==> src/rtl/song_reader.sv <==
// song_reader: steps through a 32-note song in ROM and hands each note to the note player
// Ports: clk, reset (sync, active-high); play (level run/pause); song (song select);
//   note_done (player finished current note); rom_addr/rom_data (1-cycle-latency ROM);
//   note_to_load/duration_to_load (registered note word); load_new_note, song_done (pulses)
module song_reader #(
  parameter int NOTE_BITS = 5
) (
  input  logic                 clk,
  input  logic                 reset,
  input  logic                 play,
  input  logic [1:0]           song,
  input  logic                 note_done,
  output logic [NOTE_BITS+1:0] rom_addr,
  input  logic [11:0]          rom_data,
  output logic [5:0]           note_to_load,
  output logic [5:0]           duration_to_load,
  output logic                 load_new_note,
  output logic                 song_done
);
  typedef enum logic [2:0] {IDLE, RD, CHK, LOAD, WAIT} state_t;
  state_t               r_state;
  logic [1:0]           r_song;
  logic [NOTE_BITS-1:0] r_idx;
  logic                 r_pend;
  assign rom_addr = {r_song, r_idx};
  always_ff @(posedge clk) begin
    if (reset) begin
      r_state          <= IDLE;
      r_song           <= song;
      r_idx            <= '0;
      r_pend           <= 1'b0;
      note_to_load     <= '0;
      duration_to_load <= '0;
      load_new_note    <= 1'b0;
      song_done        <= 1'b0;
    end else begin
      load_new_note <= 1'b0;
      song_done     <= 1'b0;
      // a new song selection restarts from note 0, overriding anything else this cycle
      if (r_state != IDLE && song != r_song) begin
        r_song  <= song;
        r_idx   <= '0;
        r_pend  <= 1'b0;
        r_state <= RD;
      end else begin
        case (r_state)
          IDLE: begin
            r_song <= song;
            r_idx  <= '0;
            r_pend <= 1'b0;
            if (play) r_state <= RD;
          end
          RD: if (play) r_state <= CHK;
          CHK: if (play) begin
            if (rom_data[5:0] == 6'd0) begin
              song_done <= 1'b1;
              r_state   <= IDLE;
            end else begin
              note_to_load     <= rom_data[11:6];
              duration_to_load <= rom_data[5:0];
              r_state          <= LOAD;
            end
          end
          LOAD: if (play) begin
            load_new_note <= 1'b1;
            r_state       <= WAIT;
          end
          WAIT: begin
            // a note_done seen while paused is remembered until play returns
            if (!play) r_pend <= r_pend | note_done;
            else if (note_done || r_pend) begin
              r_pend <= 1'b0;
              if (&r_idx) begin
                song_done <= 1'b1;
                r_idx     <= '0;
                r_state   <= IDLE;
              end else begin
                r_idx   <= r_idx + 1'b1;
                r_state <= RD;
              end
            end
          end
          default: r_state <= IDLE;
        endcase
      end
    end
  end
endmodule

==> config.mk <==
export PLATFORM = sky130hd
export DESIGN_NAME = song_reader
export DESIGN_NICKNAME = d
export VERILOG_FILES = /design/src/rtl/song_reader.sv
export SDC_FILE = /design/constraint.sdc
export NUM_CORES = 1
export LEC_CHECK = 0
export CAP_MARGIN = 30
export CORE_ASPECT_RATIO = 0.7
export CORE_UTILIZATION = 45
export CTS_CLUSTER_DIAMETER = 30
export DETAILED_ROUTE_END_ITERATION = 8
export PLACE_DENSITY = 0.77
export SLEW_MARGIN = 20
export SYNTH_ARGS = -nofsm -noshare
export SYNTH_HDL_FRONTEND = slang
export SYNTH_SLANG_ARGS = --single-unit
==> constraint.sdc <==
create_clock -name clk -period 4.52 [get_ports clk]
set_input_delay 0.904 -clock clk [delete_from_list [all_inputs] [get_ports clk]]
set_output_delay 0.904 -clock clk [all_outputs]
set_load 0.02 [all_outputs]
== Word level (Yosys, flattened, before mapping) ==
Index checks and enable logic that the tools add are counted.
Operators by class
  add/sub/neg operators: 1
  equal/unequal tests: 18
  multiplexer cells: 27
  bitwise gates (word level): 4
  reduce and logical (&&, ||, !) cells: 15
Operators with widths (count)
  3-bit inequality test, second input constant: 7
  3-bit 2-to-1 mux: 6
  5-bit 2-to-1 mux: 3
  3-bit case mux with 5 select lines: 1
  2-bit inequality test, second input constant: 6
  6-bit AND reduction: 2
  1-bit 2-to-1 mux: 10
  5-bit case mux with 2 select lines: 1
  2-bit 2-to-1 mux: 4
  3-bit by 2-bit equality test with 1-bit output, second input constant: 2
  6-bit logical NOT: 1
  3-bit nonzero test: 2
  5-bit by 1-bit adder with 5-bit output, second input constant: 1
  5-bit AND reduction: 1
  1-bit case mux with 2 select lines: 2
  4-bit AND reduction: 1
  3-bit by 1-bit equality test with 1-bit output, second input constant: 1
  3-bit equality test, second input constant: 1
  3-bit logical NOT: 1
  1-bit inverter: 3
  3-bit AND reduction: 1
  3-bit OR reduction: 1
  2-bit inequality test: 1
  2-bit AND reduction: 1
  5 further kinds: 5
Word-level totals
  register bits: 25
  input port bits: 18
  output and inout port bits: 21
  logic and storage cells: 74

== Depth between registers and ports, before layout ==
Gate-level depths: netlist (run 1).
  depth in word-level cells: 6
  gate-level depth with buffers: 6
  gate-level depth less buffers: 6

== Least setup slack after synthesis (run 1) ==
No wires, ideal clock.
  path kind: input to register
  start: in rom_data[0]
  end: reg duration_to_load[0]
  library setup time: 0.118 ns
  arrival: 1.835 ns
  data required time: 4.402 ns
  setup slack: 2.566 ns
  stages: 6
  buffers on the path: 2
  cells stage by stage: nor4_4 > a21oi_2 > and4_4 > buf_6 > buf_12 > mux2i_1
Between the ends
  cells in the longest elaborated chain, start to end: 3
Ends and longest elaborated chain
  from (decl): line 14  | input logic [11:0] rom_data,
  6-bit logical NOT: line 55  | if (rom_data[5:0] == 6'd0) begin
  1-bit inverter (no line)
  4-bit AND reduction (no line)
  to (signal assigned): line 60  | duration_to_load <= rom_data[5:0];
  to (decl): line 16  | output logic [5:0] duration_to_load,
Parallel ways exist; a longest one is shown, timed or not.
A chain may end at the register's enable or synchronous reset.

== Final worst setup path (run 1) ==
  start: in reset
  end: reg r_pend
Between the ends
  cells in the longest elaborated chain, start to end: 1
Ends and longest elaborated chain
  from (decl): line 9  | input logic reset,
  2-bit OR reduction (no line)
  to (signal assigned): line 70  | if (!play) r_pend <= r_pend | note_done;
  to (decl): line 24  | logic r_pend;
No other way between the ends.

==> flow_summary.html, run 1 <==
<table>
<tr><th>Metric</th><th>Value</th></tr>
<tr><th colspan="2">Floorplan</th></tr>
<tr><td>Die H</td><td>45.9 µm</td></tr>
<tr><td>Placeable Area</td><td>2530 µm²</td></tr>
<tr><td>Width of the die</td><td>~65 µm</td></tr>
<tr><td>Die Footprint</td><td>2960 µm²</td></tr>
<tr><td>Row cnt</td><td>15</td></tr>
<tr><td>Starting density of the core</td><td>about half</td></tr>
<tr><td>Number of ports placed on the die boundary</td><td>39</td></tr>
<tr><th colspan="2">STA</th></tr>
<tr><td>RSZ-0062 raised after global routing</td><td>no</td></tr>
<tr><td>Worst Max-Slew Pin Slew</td><td>776 ps</td></tr>
<tr><td>Achievable clock frequency</td><td>390 MHz</td></tr>
<tr><td>Worst max-slew margin expressed relative to the limit</td><td>~48%</td></tr>
<tr><td>Clock period minus final worst setup slack</td><td>2560 ps</td></tr>
<tr><td>Final setup violation count</td><td>0</td></tr>
<tr><td>Final critical-path share of the clock period</td><td>56.7%</td></tr>
<tr><td>Final Hold Fails</td><td>0</td></tr>
<tr><td>Total negative setup slack</td><td>0 ps</td></tr>
<tr><td>Worst clock skew</td><td>2.92 ps</td></tr>
<tr><td>Pins over their slew limit</td><td>0</td></tr>
<tr><th colspan="2">Critical path</th></tr>
<tr><td>Setup crit end kind</td><td>flop</td></tr>
<tr><td>WP buf/inv</td><td>2</td></tr>
<tr><td>Highest-delay cell along the critical path</td><td>sky130_fd_sc_hd__o21ai_1</td></tr>
<tr><td>Cell depth of the worst setup path</td><td>4</td></tr>
<tr><td>Worst Path Class, Setup</td><td>in -&gt; reg</td></tr>
<tr><td>Critical-path cell list</td><td>clkdlybuf4s50_1 -&gt; clkinv_1 -&gt; o21ai_1 -&gt; nor3_1</td></tr>
<tr><td>Crit Path Max Fanout</td><td>26</td></tr>
<tr><td>Number of cells on the worst reg-to-reg path</td><td>6</td></tr>
<tr><td>Delay of the slowest cell on the worst path</td><td>670 ps</td></tr>
<tr><td>Worst setup SP type</td><td>input pin</td></tr>
<tr><td>Largest delay share family, worst path</td><td>buffers and inverters</td></tr>
<tr><td>Data arrival, critical path</td><td>2690 ps</td></tr>
<tr><td>Critical path required time</td><td>4650 ps</td></tr>
<tr><th colspan="2">Global route</th></tr>
<tr><td>Number of antenna violations at the first check in global routing</td><td>0</td></tr>
<tr><td>First-pass GRT wire length</td><td>4.28 mm</td></tr>
<tr><td>Total congestion overflow after global routing</td><td>0</td></tr>
<tr><td>Largest net degree at the start of global routing</td><td>27</td></tr>
<tr><td>Via count of the first global-routing pass</td><td>approximately 1000</td></tr>
<tr><td>Global router's overall resource usage</td><td>between 10% and 20%</td></tr>
<tr><th colspan="2">Synthesis</th></tr>
<tr><td>Mux share of post-synthesis cell area</td><td>9.72%</td></tr>
<tr><td>Net count after synthesis</td><td>around 160</td></tr>
<tr><td>Synth warn</td><td>0</td></tr>
<tr><td>Adder-cell share of the synthesized area</td><td>2.02%</td></tr>
<tr><td>Synthesized flop and latch total</td><td>25</td></tr>
<tr><td>Gate Count Post-Synth</td><td>141</td></tr>
<tr><td>Fraction of synthesized cell area in xor and xnor cells</td><td>1.42%</td></tr>
<tr><td>Post-synth design cell area</td><td>1240 µm²</td></tr>
<tr><td>Largest family of logic cells by synthesized area</td><td>simple AND/OR/NAND/NOR gates</td></tr>
<tr><td>Sequential element share of the synthesized area</td><td>between 40 and 50%</td></tr>
<tr><td>Synth top area share</td><td>between 30% and 40%</td></tr>
<tr><td>Largest cells by area after synthesis</td><td>sky130_fd_sc_hd__dfxtp_1 (37%), sky130_fd_sc_hd__nand2_1 (10%), sky130_fd_sc_hd__mux2i_1 (9.7%)</td></tr>
<tr><td>Syn Area/Cell</td><td>8.77 µm²</td></tr>
<tr><td>Synth Area in Simple Gates</td><td>27.3%</td></tr>
<tr><td>Compound-Gate Fraction of Synth Area</td><td>11.2%</td></tr>
<tr><td>Cell accounting for the most synthesized area</td><td>sky130_fd_sc_hd__dfxtp_1</td></tr>
<tr><td>Unique masters post-synth</td><td>38</td></tr>
<tr><th colspan="2">Clock tree</th></tr>
<tr><td>Count of buffers added by post-CTS timing repair for setup</td><td>0</td></tr>
<tr><td>Clock-pin slew of the registers on the worst-case setup and hold paths</td><td>~90 ps</td></tr>
<tr><td>Clock latency reported for the late side of the worst-skew pair</td><td>about 270 ps</td></tr>
<tr><td>CTS hold repair buffers</td><td>0</td></tr>
<tr><td>CTS buffer count</td><td>3</td></tr>
<tr><td>Count of clock tree sinks</td><td>25</td></tr>
<tr><td>Worst-case clock buffer depth</td><td>2</td></tr>
<tr><td>CTS root buf</td><td>sky130_fd_sc_hd__clkbuf_8</td></tr>
<tr><td>Cells resized by post-CTS repair</td><td>0</td></tr>
<tr><td>Clock tree from TritonCTS</td><td>done</td></tr>
<tr><td>Number of H-tree levels</td><td>1</td></tr>
<tr><th colspan="2">Cells and area</th></tr>
<tr><td>Area used by multi-input combinational logic</td><td>about 640 µm²</td></tr>
<tr><td>Total area of sequential cells</td><td>520 µm²</td></tr>
<tr><td>Highest-count cells in the layout ignoring fill and taps</td><td>sky130_fd_sc_hd__clkdlybuf4s50_1 (38), sky130_fd_sc_hd__nand2_1 (33), sky130_fd_sc_hd__dfxtp_1 (23)</td></tr>
<tr><td>Final std cells w/o fill</td><td>209</td></tr>
<tr><td>Fraction of final layout cells with drive strength greater than 1</td><td>4.57%</td></tr>
<tr><td>Antenna diode count</td><td>0</td></tr>
<tr><td>Area added between synthesis and finish</td><td>32.4%</td></tr>
<tr><td>Filler Cells Inserted</td><td>218</td></tr>
<tr><td>Final Net Count</td><td>196</td></tr>
<tr><td>Most common cell after layout, fill and taps aside</td><td>sky130_fd_sc_hd__clkdlybuf4s50_1</td></tr>
<tr><td>Layout Utilization</td><td>64.6%</td></tr>
<tr><th colspan="2">Status</th></tr>
<tr><td>Status</td><td>finished clean</td></tr>
<tr><th colspan="2">Drt</th></tr>
<tr><td>Remaining antenna violation count</td><td>0</td></tr>
<tr><td>Overall routed net length</td><td>2.66 mm</td></tr>
<tr><td>Number of DRC markers after the initial detailed-route iteration</td><td>77</td></tr>
<tr><td>Detailed-route via count</td><td>1102</td></tr>
<tr><td>DRC violations left</td><td>0</td></tr>
<tr><td>Average vias per placed instance</td><td>5.27</td></tr>
<tr><td>DRT Pass-1 Iters</td><td>5</td></tr>
<tr><td>Routed WL per cell</td><td>12.7 µm</td></tr>
<tr><th colspan="2">Worst hold path</th></tr>
<tr><td>WHS Path Cells</td><td>2</td></tr>
<tr><td>Path type of the worst min-delay path</td><td>reg -&gt; reg</td></tr>
<tr><th colspan="2">Pwr</th></tr>
<tr><td>P_leak</td><td>0.000547 µW</td></tr>
<tr><td>Power density of the placed cells</td><td>roughly 260 nW/µm²</td></tr>
<tr><td>Internal power</td><td>318 µW</td></tr>
<tr><td>Switching share of power</td><td>25.7%</td></tr>
<tr><td>Highest ir drop seen on vdd</td><td>between 0.00015 and 0.0002 V</td></tr>
<tr><td>Overall power of the completed layout</td><td>428 µW</td></tr>
<tr><td>Power spent charging and discharging nets</td><td>110 µW</td></tr>
<tr><td>Share of total power in combinational logic</td><td>~15%</td></tr>
<tr><td>Part of the power in registers</td><td>54.2%</td></tr>
<tr><td>Clock network fraction of design power</td><td>30.8%</td></tr>
<tr><th colspan="2">Run</th></tr>
<tr><td>Maximum Capacitance Violations</td><td>0</td></tr>
<tr><th colspan="2">Placement</th></tr>
<tr><td>Final weighted congestion in routability-driven placement</td><td>slightly above 0.8</td></tr>
<tr><td>Number of cells in the design after placement</td><td>205</td></tr>
<tr><td>Count of input and output buffers</td><td>38</td></tr>
<tr><td>Hpwl dp</td><td>1.96 mm</td></tr>
</table>
-- synth_stat cells (all sizes together) --
cell type / n
nor3: 3
a31oi: 5
nand4b: 1
or2: 1
a2bb2oi: 1
nor4b: 1
o41ai: 1
a2111oi: 1
a211oi: 2
dlygate4sd1: 1
nand3b: 1
nand3: 10
o21a: 1
or3: 3
and4: 1
nor2: 7
ha: 2
and2b: 1
xnor2: 2
buf: 5
and2: 1
nand2: 33
nand4: 2
edfxtp: 2
nor4: 2
o21ai: 3
dfxtp: 23
inv: 1
a21oi: 8
and3: 1
mux2i: 12
clkinv: 1
clkbuf: 2
-- tightest hold or removal path, delay by kind of cell (launching register included) --
kind / cells / cell delay [ps]
muxes: 1 / 50
and+or+nand+nor: 1 / 50
DFF: 1 / 320
-- final cells by class --
class	instances	area share (%)
Clock buffer	3	2.52
Clock inverter	1	0.306
Inverter	2	0.459
Multi-Input combinational cell	106	39.1
Sequential cell	25	31.8
Tap cell	34	2.60
Timing Repair Buffer	38	23.2
-- power groups by stage --
| stage | logic, µW | clock network, µW | registers, µW |
|---|---|---|---|
| floorplan | 35.7 | 0 | 239 |
| global placement | 62.9 | 0 | 237 |
| detailed placement | 63.7 | 0 | 237 |
| CTS | 64.0 | 138 | 232 |
| global route | 70.4 | 145 | 233 |
| finish | 64.4 | 132 | 232 |
-- layer usage --
metal | track usage (%) | share of wire, % | up-vias | routed length [µm]
li1 | - | - | 569 | -
met1 | 26.1 | 50 | 484 | 1340
met2 | 30.9 | 43 | 45 | 1150
met3 | 4.50 | 5.5 | 4 | 147
met4 | 5.78 | 0.87 | 0 | 23
met5 | 0 | 0 | - | 0
-- flip-flops by register name, summed over array words and instances (netlist names) --
name              flops
r_pend                1
r_idx                 5
note_to_load          6
r_song                2
duration_to_load      6
song_done             1
r_state               3
load_new_note         1
-- stage by stage --
| stage | area [µm²] | setup slack [ps] | hold WS (ps) |
|---|---|---|---|
| 2_1_floorplan | 1240 | 2570 | 505 |
| 3_3_place_gp | 1590 | 1750 | 442 |
| 3_5_place_dp | 1590 | 1690 | 450 |
| 4_1_cts | 1640 | 1950 | 465 |
| 5_1_grt | 1640 | 1730 | 489 |
| 6_report | 1640 | 1960 | 463 |
-- worst paths after layout --
| check | slack [ps] | from | end |
|---|---|---|---|
| max | 1960 | reset | r_pend |
| min | 460 | duration_to_load[1] | duration_to_load[1] |
| min reg2reg | 460 | duration_to_load[1] | duration_to_load[1] |
| max reg2reg | 2600 | r_idx[0] | song_done |
-- kinds of logic (layout without fill, tap and decap cells) --
logic type,Yosys count,count (layout)
AND/OR/NAND/NOR,68,68
flip-flops,25,25
AO/OA/AOI/OAI,22,22
multiplexers,12,12
buffers and inverters,10,44
adder cells (fa/ha/maj),2,2
XOR/XNOR,2,2
Note: power is estimated with default switching activity, not from simulation.
==> run 2, diff against run 1 <==
CORE_UTILIZATION = 41   (was 45)
PLACE_DENSITY = 0.74   (was 0.77)
clock period = 2.25 ns   (was 4.52 ns; I/O delays follow)
==> flow_summary.html, run 2 (synthesis gave the netlist of run 1 again) <==
<table>
<tr><th>Metric</th><th>Value</th></tr>
<tr><th colspan="2">Status</th></tr>
<tr><td>Status</td><td>finished clean</td></tr>
<tr><th colspan="2">Clock tree</th></tr>
<tr><td>Number of H-tree levels</td><td>1</td></tr>
<tr><td>Count of buffers added by post-CTS timing repair for setup</td><td>0</td></tr>
<tr><td>Worst-case clock buffer depth</td><td>2</td></tr>
<tr><td>CTS hold repair buffers</td><td>0</td></tr>
<tr><td>CTS root buf</td><td>sky130_fd_sc_hd__clkbuf_8</td></tr>
<tr><td>Clock latency reported for the late side of the worst-skew pair</td><td>280 ps</td></tr>
<tr><td>Clock-pin slew of the registers on the worst-case setup and hold paths</td><td>80 ps</td></tr>
<tr><td>CTS buffer count</td><td>3</td></tr>
<tr><td>Clock tree from TritonCTS</td><td>done</td></tr>
<tr><td>Count of clock tree sinks</td><td>25</td></tr>
<tr><td>Cells resized by post-CTS repair</td><td>0</td></tr>
<tr><th colspan="2">Floorplan</th></tr>
<tr><td>Die H</td><td>~48 µm</td></tr>
<tr><td>Number of ports placed on the die boundary</td><td>39</td></tr>
<tr><td>Starting density of the core</td><td>43.8%</td></tr>
<tr><td>Die Footprint</td><td>3240 µm²</td></tr>
<tr><td>Row cnt</td><td>16</td></tr>
<tr><td>Width of the die</td><td>about 68 µm</td></tr>
<tr><td>Placeable Area</td><td>approximately 2800 µm²</td></tr>
<tr><th colspan="2">Cells and area</th></tr>
<tr><td>Area used by multi-input combinational logic</td><td>639 µm²</td></tr>
<tr><td>Leading registers by flop count</td><td>duration_to_load (6), note_to_load (6), r_idx (5)</td></tr>
<tr><td>Filler Cells Inserted</td><td>between 200 and 250</td></tr>
<tr><td>Most common cell after layout, fill and taps aside</td><td>sky130_fd_sc_hd__clkdlybuf4s50_1</td></tr>
<tr><td>Fraction of final layout cells with drive strength greater than 1</td><td>7.73%</td></tr>
<tr><td>Area added between synthesis and finish</td><td>36.2%</td></tr>
<tr><td>Total area of sequential cells</td><td>~520 µm²</td></tr>
<tr><td>Finished Cell Area</td><td>1680 µm²</td></tr>
<tr><td>Layout Utilization</td><td>59.7%</td></tr>
<tr><td>Antenna diode count</td><td>0</td></tr>
<tr><td>Final Net Count</td><td>202</td></tr>
<tr><td>Highest-count cells in the layout ignoring fill and taps</td><td>sky130_fd_sc_hd__clkdlybuf4s50_1 (38), sky130_fd_sc_hd__nand2_1 (33), sky130_fd_sc_hd__dfxtp_1 (23)</td></tr>
<tr><th colspan="2">STA</th></tr>
<tr><td>Total negative setup slack</td><td>0 ps</td></tr>
<tr><td>Final setup violation count</td><td>0</td></tr>
<tr><td>Worst Hold Slack</td><td>around 460 ps</td></tr>
<tr><td>RSZ-0062 raised after global routing</td><td>no</td></tr>
<tr><td>Clock period minus final worst setup slack</td><td>just over 2000 ps</td></tr>
<tr><td>Worst clock skew</td><td>7.96 ps</td></tr>
<tr><td>Achievable clock frequency</td><td>497 MHz</td></tr>
<tr><td>Pins over their slew limit</td><td>0</td></tr>
<tr><td>Worst Max-Slew Pin Slew</td><td>495 ps</td></tr>
<tr><td>Final Hold Fails</td><td>0</td></tr>
<tr><td>Worst max-slew margin expressed relative to the limit</td><td>66.2%</td></tr>
<tr><td>Final critical-path share of the clock period</td><td>89.4%</td></tr>
<tr><th colspan="2">Drt</th></tr>
<tr><td>DRT Pass-1 Iters</td><td>4</td></tr>
<tr><td>DRC violations left</td><td>0</td></tr>
<tr><td>Routed WL per cell</td><td>13.8 µm</td></tr>
<tr><td>Overall routed net length</td><td>2.99 mm</td></tr>
<tr><td>Average vias per placed instance</td><td>approximately 5.2</td></tr>
<tr><td>Detailed-route via count</td><td>1130</td></tr>
<tr><td>Number of DRC markers after the initial detailed-route iteration</td><td>53</td></tr>
<tr><td>Remaining antenna violation count</td><td>0</td></tr>
<tr><th colspan="2">Global route</th></tr>
<tr><td>Top Usage Layer GRT</td><td>met2</td></tr>
<tr><td>First-pass GRT wire length</td><td>4.67 mm</td></tr>
<tr><td>Number of antenna violations at the first check in global routing</td><td>0</td></tr>
<tr><td>Via count of the first global-routing pass</td><td>984</td></tr>
<tr><td>Largest net degree at the start of global routing</td><td>26</td></tr>
<tr><td>Global router's overall resource usage</td><td>20.3%</td></tr>
<tr><td>Global routing usage on met1</td><td>a little over a quarter</td></tr>
<tr><td>Global-route track usage on met3</td><td>about 5%</td></tr>
<tr><td>Global-route met2 utilization</td><td>approximately 33%</td></tr>
<tr><td>Total congestion overflow after global routing</td><td>0</td></tr>
<tr><th colspan="2">Placement</th></tr>
<tr><td>Hpwl dp</td><td>2.32 mm</td></tr>
<tr><td>Count of input and output buffers</td><td>38</td></tr>
<tr><td>Placed inst area</td><td>1640 µm²</td></tr>
<tr><td>Final weighted congestion in routability-driven placement</td><td>0.818</td></tr>
<tr><th colspan="2">Run</th></tr>
<tr><td>Maximum Capacitance Violations</td><td>0</td></tr>
<tr><th colspan="2">Critical path</th></tr>
<tr><td>Setup crit end kind</td><td>flop</td></tr>
<tr><td>Data arrival, critical path</td><td>2130 ps</td></tr>
<tr><td>Worst Path Class, Setup</td><td>reg -&gt; reg</td></tr>
<tr><td>Crit Path Max Fanout</td><td>6</td></tr>
<tr><td>Critical path required time</td><td>between 2000 and 2500 ps</td></tr>
<tr><td>Worst setup SP type</td><td>flop</td></tr>
<tr><th colspan="2">Worst hold path</th></tr>
<tr><td>Path type of the worst min-delay path</td><td>reg -&gt; reg</td></tr>
<tr><th colspan="2">Pwr</th></tr>
<tr><td>Highest ir drop seen on vdd</td><td>0.000414 V</td></tr>
<tr><td>P_leak</td><td>0.000576 µW</td></tr>
<tr><td>Power density of the placed cells</td><td>roughly 520 nW/µm²</td></tr>
<tr><td>Overall power of the completed layout</td><td>879 µW</td></tr>
</table>
[run 2: final timing paths]
check / start / endpoint / slack, ps / cells after the start
setup / recovery: r_idx[0] / song_done / 240 / 6
hold / removal: duration_to_load[1] / duration_to_load[1] / 460 / 2
setup reg to reg: r_idx[0] / song_done / 240 / 6
hold reg to reg: duration_to_load[1] / duration_to_load[1] / 460 / 2
[run 2: layout make-up]
cell class	count	area share [%]
flip-flops and latches	25	30.9
clock inverters	1	0.297
well taps	36	2.67
clock buffers	3	2.45
repair buffers	44	25.3
inverters	2	0.446
multi-input cells	106	38.0
[run 2: metrics by stage]
| stage | cells | worst slack (ps) |
|---|---|---|
| 2_1_floorplan | 141 | 425 |
| 3_3_place_gp | 213 | 321 |
| 3_5_place_dp | 213 | 235 |
| 4_1_cts | 217 | 271 |
| 5_1_grt | 217 | 135 |
| 6_report | 217 | 239 |
[run 2: per-layer routing]
layer	share of wire, %	routed length [µm]	up-vias
li1	-	-	578
met1	48	1450	521
met2	47	1410	26
met3	3.3	98	5
met4	1.0	31	0
met5	0	0	-
[run 2: power breakdown]
part | switching, µW | internal (µW)
Clock | 148 | 124
Combinational | 74.4 | 65.1
Sequential | 9.83 | 457
Total | 232 | 646
[run 2: critical path, stage by stage (launching register included)]
cell,delay [ps]
sky130_fd_sc_hd__dfxtp_1,430
sky130_fd_sc_hd__ha_1,220
sky130_fd_sc_hd__and3_1,170
sky130_fd_sc_hd__ha_1,180
sky130_fd_sc_hd__nand2_1,60
sky130_fd_sc_hd__or3_1,310
sky130_fd_sc_hd__a2111oi_0,480
